**config.mk**
```make
export PLATFORM = sky130hd
export DESIGN_NAME = fir_sym_mac_filter_flat
export DESIGN_NICKNAME = d
export VERILOG_FILES = /design/src/rtl/fir_sym_mac_filter_if.sv /design/src/rtl/fir_sym_mac_filter.sv /design/src/flat_wrapper.sv
export SDC_FILE = /design/constraint.sdc
export NUM_CORES = 2
export LEC_CHECK = 0
export CORE_ASPECT_RATIO = 0.5
export CORE_UTILIZATION = 30
export DETAILED_ROUTE_END_ITERATION = 10
export PLACE_DENSITY = 0.44
export SYNTH_ARGS = -nofsm -noshare
export SYNTH_HDL_FRONTEND = slang
export SYNTH_SLANG_ARGS = --single-unit
```
**constraint.sdc**
```tcl
create_clock -name clk -period 53.2 [get_ports clk]
set_input_delay 10.64 -clock clk [delete_from_list [all_inputs] [get_ports clk]]
set_output_delay 10.64 -clock clk [all_outputs]
set_load 0.03 [all_outputs]
```
**src/rtl/fir_sym_mac_filter_if.sv**
```systemverilog
// Sample stream, result and coefficient-write signals of the symmetric FIR.
// The filter is the slave; whatever feeds samples and coefficients is the master.
interface fir_sym_mac_filter_if #(
    parameter int DATA_W = 10,
    parameter int COEF_W = 12,
    parameter int AW     = 4
);
    logic                     in_valid;
    logic [DATA_W-1:0]        in_data;
    logic                     in_ready;
    logic                     out_valid;
    logic [DATA_W-1:0]        out_data;
    logic                     flush;
    logic                     coef_we;
    logic [AW-1:0]            coef_addr;
    logic signed [COEF_W-1:0] coef_data;
    logic                     coef_err;

    modport master (
        output in_valid, in_data, flush, coef_we, coef_addr, coef_data,
        input  in_ready, out_valid, out_data, coef_err
    );

    modport slave (
        input  in_valid, in_data, flush, coef_we, coef_addr, coef_data,
        output in_ready, out_valid, out_data, coef_err
    );
endinterface

```
**src/rtl/fir_sym_mac_filter.sv**
```systemverilog
// Symmetric FIR low-pass for the PPG stream: one pre-add/multiply/accumulate
// per cycle over the M unique coefficients, then round, saturate and emit.
//
// state | meaning
// IDLE  | waiting for a sample; coefficient writes accepted here only
// MAC   | accumulating term k = 0..M-1 (pre-added tap pair times c[k])
// OUT   | rounding/saturating the accumulator into out_data
module fir_sym_mac_filter #(
    parameter int DATA_W = 10,
    parameter int NTAPS  = 31,
    parameter int COEF_W = 12,
    parameter int FRAC   = 10
) (
    input  logic                clk,
    input  logic                reset,
    fir_sym_mac_filter_if.slave bus
);
    localparam int M      = (NTAPS + 1) / 2;
    localparam int AW     = $clog2(M);
    localparam int IW     = $clog2(NTAPS);
    localparam int PRE_W  = DATA_W + 1;
    localparam int PROD_W = COEF_W + PRE_W + 1;
    localparam int ACC_W  = DATA_W + 1 + COEF_W + $clog2(M) + 1;
    // Unity gain at the centre tap when it is representable, else the largest positive value.
    localparam int CENTRE_RST = (FRAC < COEF_W - 1) ? (1 << FRAC) : ((1 << (COEF_W - 1)) - 1);
    localparam logic signed [ACC_W-1:0] RND_HALF = ACC_W'(1 << (FRAC - 1));
    localparam logic signed [ACC_W-1:0] SAT_MAX  = ACC_W'((1 << DATA_W) - 1);

    typedef enum logic [1:0] {
        IDLE = 2'd0,
        MAC  = 2'd1,
        OUT  = 2'd2
    } state_t;

    state_t                   state_q, state_d;
    logic [DATA_W-1:0]        v_q [NTAPS];
    logic signed [COEF_W-1:0] c_q [M];
    logic signed [ACC_W-1:0]  acc_q, acc_d;
    logic [AW-1:0]            k_q;
    logic [DATA_W-1:0]        out_data_q, out_data_d;
    logic                     out_valid_q;
    logic                     coef_err_q;

    logic                     accept;
    logic                     last_k;
    logic                     coef_ok;
    logic [DATA_W-1:0]        tap_lo, tap_hi;
    logic signed [PRE_W:0]    pre_s;
    logic signed [PROD_W-1:0] c_ext, p_ext, prod;
    logic signed [ACC_W-1:0]  rnd, shifted;

    // Ready is forced low while reset is held so nothing is offered a handshake mid-reset.
    assign bus.in_ready  = (state_q == IDLE) && !reset;
    assign bus.out_valid = out_valid_q;
    assign bus.out_data  = out_data_q;
    assign bus.coef_err  = coef_err_q;

    assign accept  = bus.in_valid && (state_q == IDLE) && !bus.flush;
    assign last_k  = (k_q == AW'(M - 1));
    assign coef_ok = (state_q == IDLE) && (32'(bus.coef_addr) < 32'(M));

    // State register.
    always_ff @(posedge clk or posedge reset) begin
        if (reset) state_q <= IDLE;
        else       state_q <= state_d;
    end

    // Next-state: one sample walks IDLE -> MAC (M cycles) -> OUT; flush always returns to IDLE.
    always_comb begin
        state_d = state_q;
        case (state_q)
            IDLE:    if (accept) state_d = MAC;
            MAC:     if (last_k) state_d = OUT;
            OUT:     state_d = IDLE;
            default: state_d = IDLE;
        endcase
        if (bus.flush) state_d = IDLE;
    end

    // Datapath: pre-add the mirrored tap pair (centre tap alone), multiply, accumulate, round, clamp.
    always_comb begin
        tap_lo  = v_q[IW'(k_q)];
        tap_hi  = last_k ? '0 : v_q[IW'(NTAPS - 1) - IW'(k_q)];
        pre_s   = {2'b00, tap_lo} + {2'b00, tap_hi};
        c_ext   = PROD_W'(c_q[k_q]);
        p_ext   = PROD_W'(pre_s);
        prod    = c_ext * p_ext;
        acc_d   = acc_q + ACC_W'(prod);
        rnd     = acc_q + RND_HALF;
        shifted = rnd >>> FRAC;
        if (shifted[ACC_W-1])       out_data_d = '0;
        else if (shifted > SAT_MAX) out_data_d = '1;
        else                        out_data_d = shifted[DATA_W-1:0];
    end

    // Delay line, accumulator and term index.
    always_ff @(posedge clk or posedge reset) begin
        if (reset) begin
            for (int i = 0; i < NTAPS; i++) v_q[i] <= '0;
            acc_q <= '0;
            k_q   <= '0;
        end else if (bus.flush) begin
            for (int i = 0; i < NTAPS; i++) v_q[i] <= '0;
            acc_q <= '0;
            k_q   <= '0;
        end else if (accept) begin
            v_q[0] <= bus.in_data;
            for (int i = 1; i < NTAPS; i++) v_q[i] <= v_q[i-1];
            acc_q <= '0;
            k_q   <= '0;
        end else if (state_q == MAC) begin
            acc_q <= acc_d;
            k_q   <= k_q + AW'(1);
        end
    end

    // Result register; a flushed OUT cycle produces no pulse and leaves out_data alone.
    always_ff @(posedge clk or posedge reset) begin
        if (reset) begin
            out_valid_q <= 1'b0;
            out_data_q  <= '0;
        end else begin
            out_valid_q <= (state_q == OUT) && !bus.flush;
            if ((state_q == OUT) && !bus.flush) out_data_q <= out_data_d;
        end
    end

    // Coefficient bank; writes outside IDLE or out of range are dropped and latch the error flag.
    always_ff @(posedge clk or posedge reset) begin
        if (reset) begin
            for (int i = 0; i < M; i++) c_q[i] <= '0;
            c_q[M-1]   <= COEF_W'(CENTRE_RST);
            coef_err_q <= 1'b0;
        end else if (bus.coef_we) begin
            if (coef_ok) c_q[bus.coef_addr] <= bus.coef_data;
            else         coef_err_q         <= 1'b1;
        end
    end
endmodule

```
**src/flat_wrapper.sv**
```systemverilog
// flat-port wrapper written by rule: the top's interface ports become plain ports
module fir_sym_mac_filter_flat 
#(
    parameter int DATA_W = 10,
    parameter int NTAPS  = 31,
    parameter int COEF_W = 12,
    parameter int FRAC   = 10
)
  (clk, reset, bus_in_valid, bus_in_data, bus_flush, bus_coef_we, bus_coef_addr, bus_coef_data, bus_in_ready, bus_out_valid, bus_out_data, bus_coef_err);
  fir_sym_mac_filter_if #(.DATA_W(DATA_W), .COEF_W(COEF_W), .AW(($clog2(((NTAPS + 1) / 2))))) bus_i ();
  input  logic clk;
  input  logic reset;
  input wire logic [$bits(bus_i.in_valid)-1:0] bus_in_valid;
  input wire logic [$bits(bus_i.in_data)-1:0] bus_in_data;
  input wire logic [$bits(bus_i.flush)-1:0] bus_flush;
  input wire logic [$bits(bus_i.coef_we)-1:0] bus_coef_we;
  input wire logic [$bits(bus_i.coef_addr)-1:0] bus_coef_addr;
  input wire logic [$bits(bus_i.coef_data)-1:0] bus_coef_data;
  output wire logic [$bits(bus_i.in_ready)-1:0] bus_in_ready;
  output wire logic [$bits(bus_i.out_valid)-1:0] bus_out_valid;
  output wire logic [$bits(bus_i.out_data)-1:0] bus_out_data;
  output wire logic [$bits(bus_i.coef_err)-1:0] bus_coef_err;
  assign bus_i.in_valid = bus_in_valid;
  assign bus_i.in_data = bus_in_data;
  assign bus_i.flush = bus_flush;
  assign bus_i.coef_we = bus_coef_we;
  assign bus_i.coef_addr = bus_coef_addr;
  assign bus_i.coef_data = bus_coef_data;
  assign bus_in_ready = bus_i.in_ready;
  assign bus_out_valid = bus_i.out_valid;
  assign bus_out_data = bus_i.out_data;
  assign bus_coef_err = bus_i.coef_err;
  fir_sym_mac_filter #(.DATA_W(DATA_W), .NTAPS(NTAPS), .COEF_W(COEF_W), .FRAC(FRAC)) u_core (.clk(clk), .reset(reset), .bus(bus_i));
endmodule
```
==> impl_metrics.csv <==
group,metric,value,unit
timing,setup_tns,0,ns
final_layout,fill_cells,10400,
synthesis,syn_inst,2554,
critical_path,path_delay_family,"buffers and inverters",
routing,wl_per_cell,20.6,um
cts,root_buffer,"clkbuf_16",
cts,cts_hold_buf,0,
cts,clk_pin_slew_worst_paths,0.07,ns
synthesis,syn_avg_cell_area,12.7,um^2
timing,slew_headroom,0.0981,
critical_path,slowest_stage,"clkdlybuf4s50_1",
routing,via_per_inst,5.14,
grt,grt_pass1_vias,20800,
routing,drc,0,
timing,hold_viol,0,
die,num_rows,84,
critical_path,cp_data_arrival_time,12.03,ns
routing,drt-initial-drc-count,1389,
synthesis,synth_area,32500,um^2
die,dieWidth,467,um
cts,clkSinkCount,548,
cts,cts_resized,0,
die,die_h,235,um
die,core,106000,um^2
timing,slew_viol_final,0,
routing,via_count,20400,
timing,max_freq,44.1,MHz
cts,cts_buffers,57,
worst_hold_path,hold_path_class,"reg -> reg",
routing,ant_nets,0,
final_layout,drive_above_1_share,0.210,
timing,rsz0062_at_grt,"false",
critical_path,cp-start-kind,"input pin",
grt,grt_max_degree,224,
pwr,irDropWorstVdd,0.0268,mV
synthesis,syn_nets,2828,
final_layout,syn_to_final_growth,11.7,%
critical_path,path_common_cell,"clkdlybuf4s50_1",
grt,busiest_layer,"met1",
cts,clk_latency,0.67,ns
grt,grt_first_pass_wirelength,131000,um
final_layout,utilization,0.342,
pwr,power_leakage,16.1,nW
timing,setup_viol,0,
placed_design,routabilityCongestion,0.778,
cts,cts_tree,"built",
routing,wl,81800,um
grt,grt_util_all_layers,0.153,
run,cap_viol_max_count,0,
timing,worst_slew_pin_slew,1.35,ns
cts,h-tree-depth,2,
synthesis,synth_seq_cells,548,
critical_path,crit_path_end_kind,"primary output",
pwr,p_per_area,45.0,nW/um^2
critical_path,cp_max_fo,2,
timing,post-route-period-util,0.426,
timing,timing.final.crit_period,22.67,ns
critical_path,required,42.56,ns
grt,grtUsageMet1,0.243,
placed_design,dp_hpwl,51300,um
synthesis,synth_edf_count,0,
synthesis,synthFlopType,"dfrtp_1",
cts,max-clock-path-buffers,3,
placed_design,io_buffers,43,
grt,met2_usage,0.221,
pwr,finalPower,1.63,mW
final_layout,fin_nets,2776,
die,io_pins,44,
synthesis,yosysSeqAreaShare,0.423,
routing,drt_pass1_iterations,5,
cts,post-cts-setup-buffers,0,
critical_path,max_stage_delay,0.70,ns
outcome,status,"complete, no violations",
synthesis,ys_async_sr_fraction,1.00,
die,die_area,110000,um^2
timing,fin_worst_skew,0.0589,ns
grt,met3_usage,0.0200,
critical_path,path_cells,"clkdlybuf4s50_1 -> nor3_1 -> clkdlybuf4s50_1",
critical_path,critPathKind,"in -> out",
timing,fin_ws,30.53,ns
grt,overflow,0,
final_layout,num_antenna_cells,0,
critical_path,worst-path-buf-inv,2,
die,initial_core_util,0.306,
synthesis,yosysWarnings,0,
grt,antenna_found_initial,0,
synthesis,ys_types,66,
placed_design,post-place-ws,30.53,ns
[worst paths after layout]
path / startpoint / to / slack (ns) / cells after the start
worst min-delay path: u_core.bus.coef_err / u_core.bus.coef_err / 0.47 / 1
min in group asynchronous: reset / u_core.bus.coef_err / 10.44 / 2
worst max register to register: u_core.k_q[0] / u_core.acc_q[27] / 42.22 / 31
worst min register to register: u_core.bus.coef_err / u_core.bus.coef_err / 0.47 / 1
worst max-delay path: reset / bus_in_ready / 30.53 / 3
max in group asynchronous: reset / u_core.v_q[179] / 40.37 / 4
[cells in the final DEF, fill, tap and decap left out, types with 30 or more instances in the layout]
cell | synthesis | final
nor2_1 | 44 | 42
a22o_1 | 314 | 314
inv_1 | 247 | 246
nor2b_1 | 35 | 35
ha_1 | 78 | 77
mux2_2 | 191 | 191
buf_4 | 10 | 36
and2_1 | 30 | 30
nand2_1 | 181 | 181
dfrtp_1 | 547 | 543
clkdlybuf4s50_1 | 0 | 43
clkbuf_16 | 0 | 57
a21oi_1 | 91 | 90
fa_1 | 165 | 165
mux4_2 | 186 | 186
[per-layer routing]
layer	up-vias	wire length (um)
li1	9110	-
met1	10900	43000
met2	323	35000
met3	70	2720
met4	0	1130
met5	-	0
[logic make-up after synthesis]
logic type,count (synthesis),synth area share
adders and majority gates,243,0.132
muxes,388,0.199
and+or+nand+nor,370,0.0535
DFF,548,0.423
AOI/OAI and AO/OA,521,0.125
xor gates and xnor gates,44,0.0119
buffers and inverters,440,0.0564
[cells in the mapped netlist (all sizes together), types with 2 or more instances]
library cell / number / area (um^2)
dfrtp: 547 / 13700
a22o: 314 / 2750
inv: 247 / 927
mux2: 192 / 2160
mux4: 186 / 4190
nand2: 181 / 679
fa: 165 / 3300
clkbuf: 130 / 488
a21oi: 91 / 455
ha: 78 / 976
buf: 63 / 415
nor2: 44 / 165
nor2b: 35 / 219
and2: 30 / 188
a211oi: 28 / 220
o21ai: 26 / 130
xnor2: 25 / 219
xor2: 19 / 166
nand3: 16 / 80.1
nor3: 16 / 80.1
and3: 11 / 68.8
mux2i: 10 / 100
a21o: 9 / 67.6
o21a: 9 / 67.6
nand2b: 8 / 50.1
a31oi: 7 / 43.8
or3: 7 / 43.8
o31ai: 6 / 45.0
and4: 5 / 43.8
o2111ai: 4 / 35.0
or2: 4 / 25.0
a221o: 3 / 30.0
nor4: 3 / 18.8
o211ai: 3 / 22.5
or4: 3 / 22.5
a211o: 2 / 17.5
a21boi: 2 / 15.0
a31o: 2 / 17.5
nand4: 2 / 12.5
o22ai: 2 / 12.5
or3b: 2 / 17.5
[through the flow]
step | instances | hold WS, ns | area [um^2]
finish | 3966 | 0.472 | 36300
global route | 3966 | 0.492 | 36300
CTS | 3966 | 0.475 | 36300
detailed placement | 3862 | 0.459 | 34200
global placement | 3862 | 0.458 | 34200
floorplan | 2554 | 0.453 | 32500
[flip-flops by register name, indices dropped and copies added, names as in the netlist]
signal                cells
u_core.bus.out_valid      1
u_core.c_q              192
u_core.bus.coef_err       1
u_core.state_q            2
u_core.k_q                4
u_core.bus.out_data      10
u_core.acc_q             28
u_core.v_q              310
[layout make-up]
| class | count | area (um^2) | area share |
|---|---|---|---|
| multi-input cells | 1566 | 17000 | 0.469 |
| inverters | 247 | 935 | 0.0258 |
| flip-flops and latches | 548 | 13700 | 0.379 |
| repair buffers | 82 | 761 | 0.0210 |
| clock inverters | 19 | 352 | 0.00970 |
| clock buffers | 85 | 1700 | 0.0469 |
| well taps | 1419 | 1780 | 0.0490 |
[where the power goes]
| part | total [mW] | leakage [nW] | switching (mW) | internal [mW] |
|---|---|---|---|---|
| clock | 0.438 | 1.00 | 0.182 | 0.256 |
| combinational | 0.705 | 7.71 | 0.409 | 0.296 |
| sequential | 0.489 | 7.34 | 0.0285 | 0.460 |
Power figures use the tool's default switching activity.
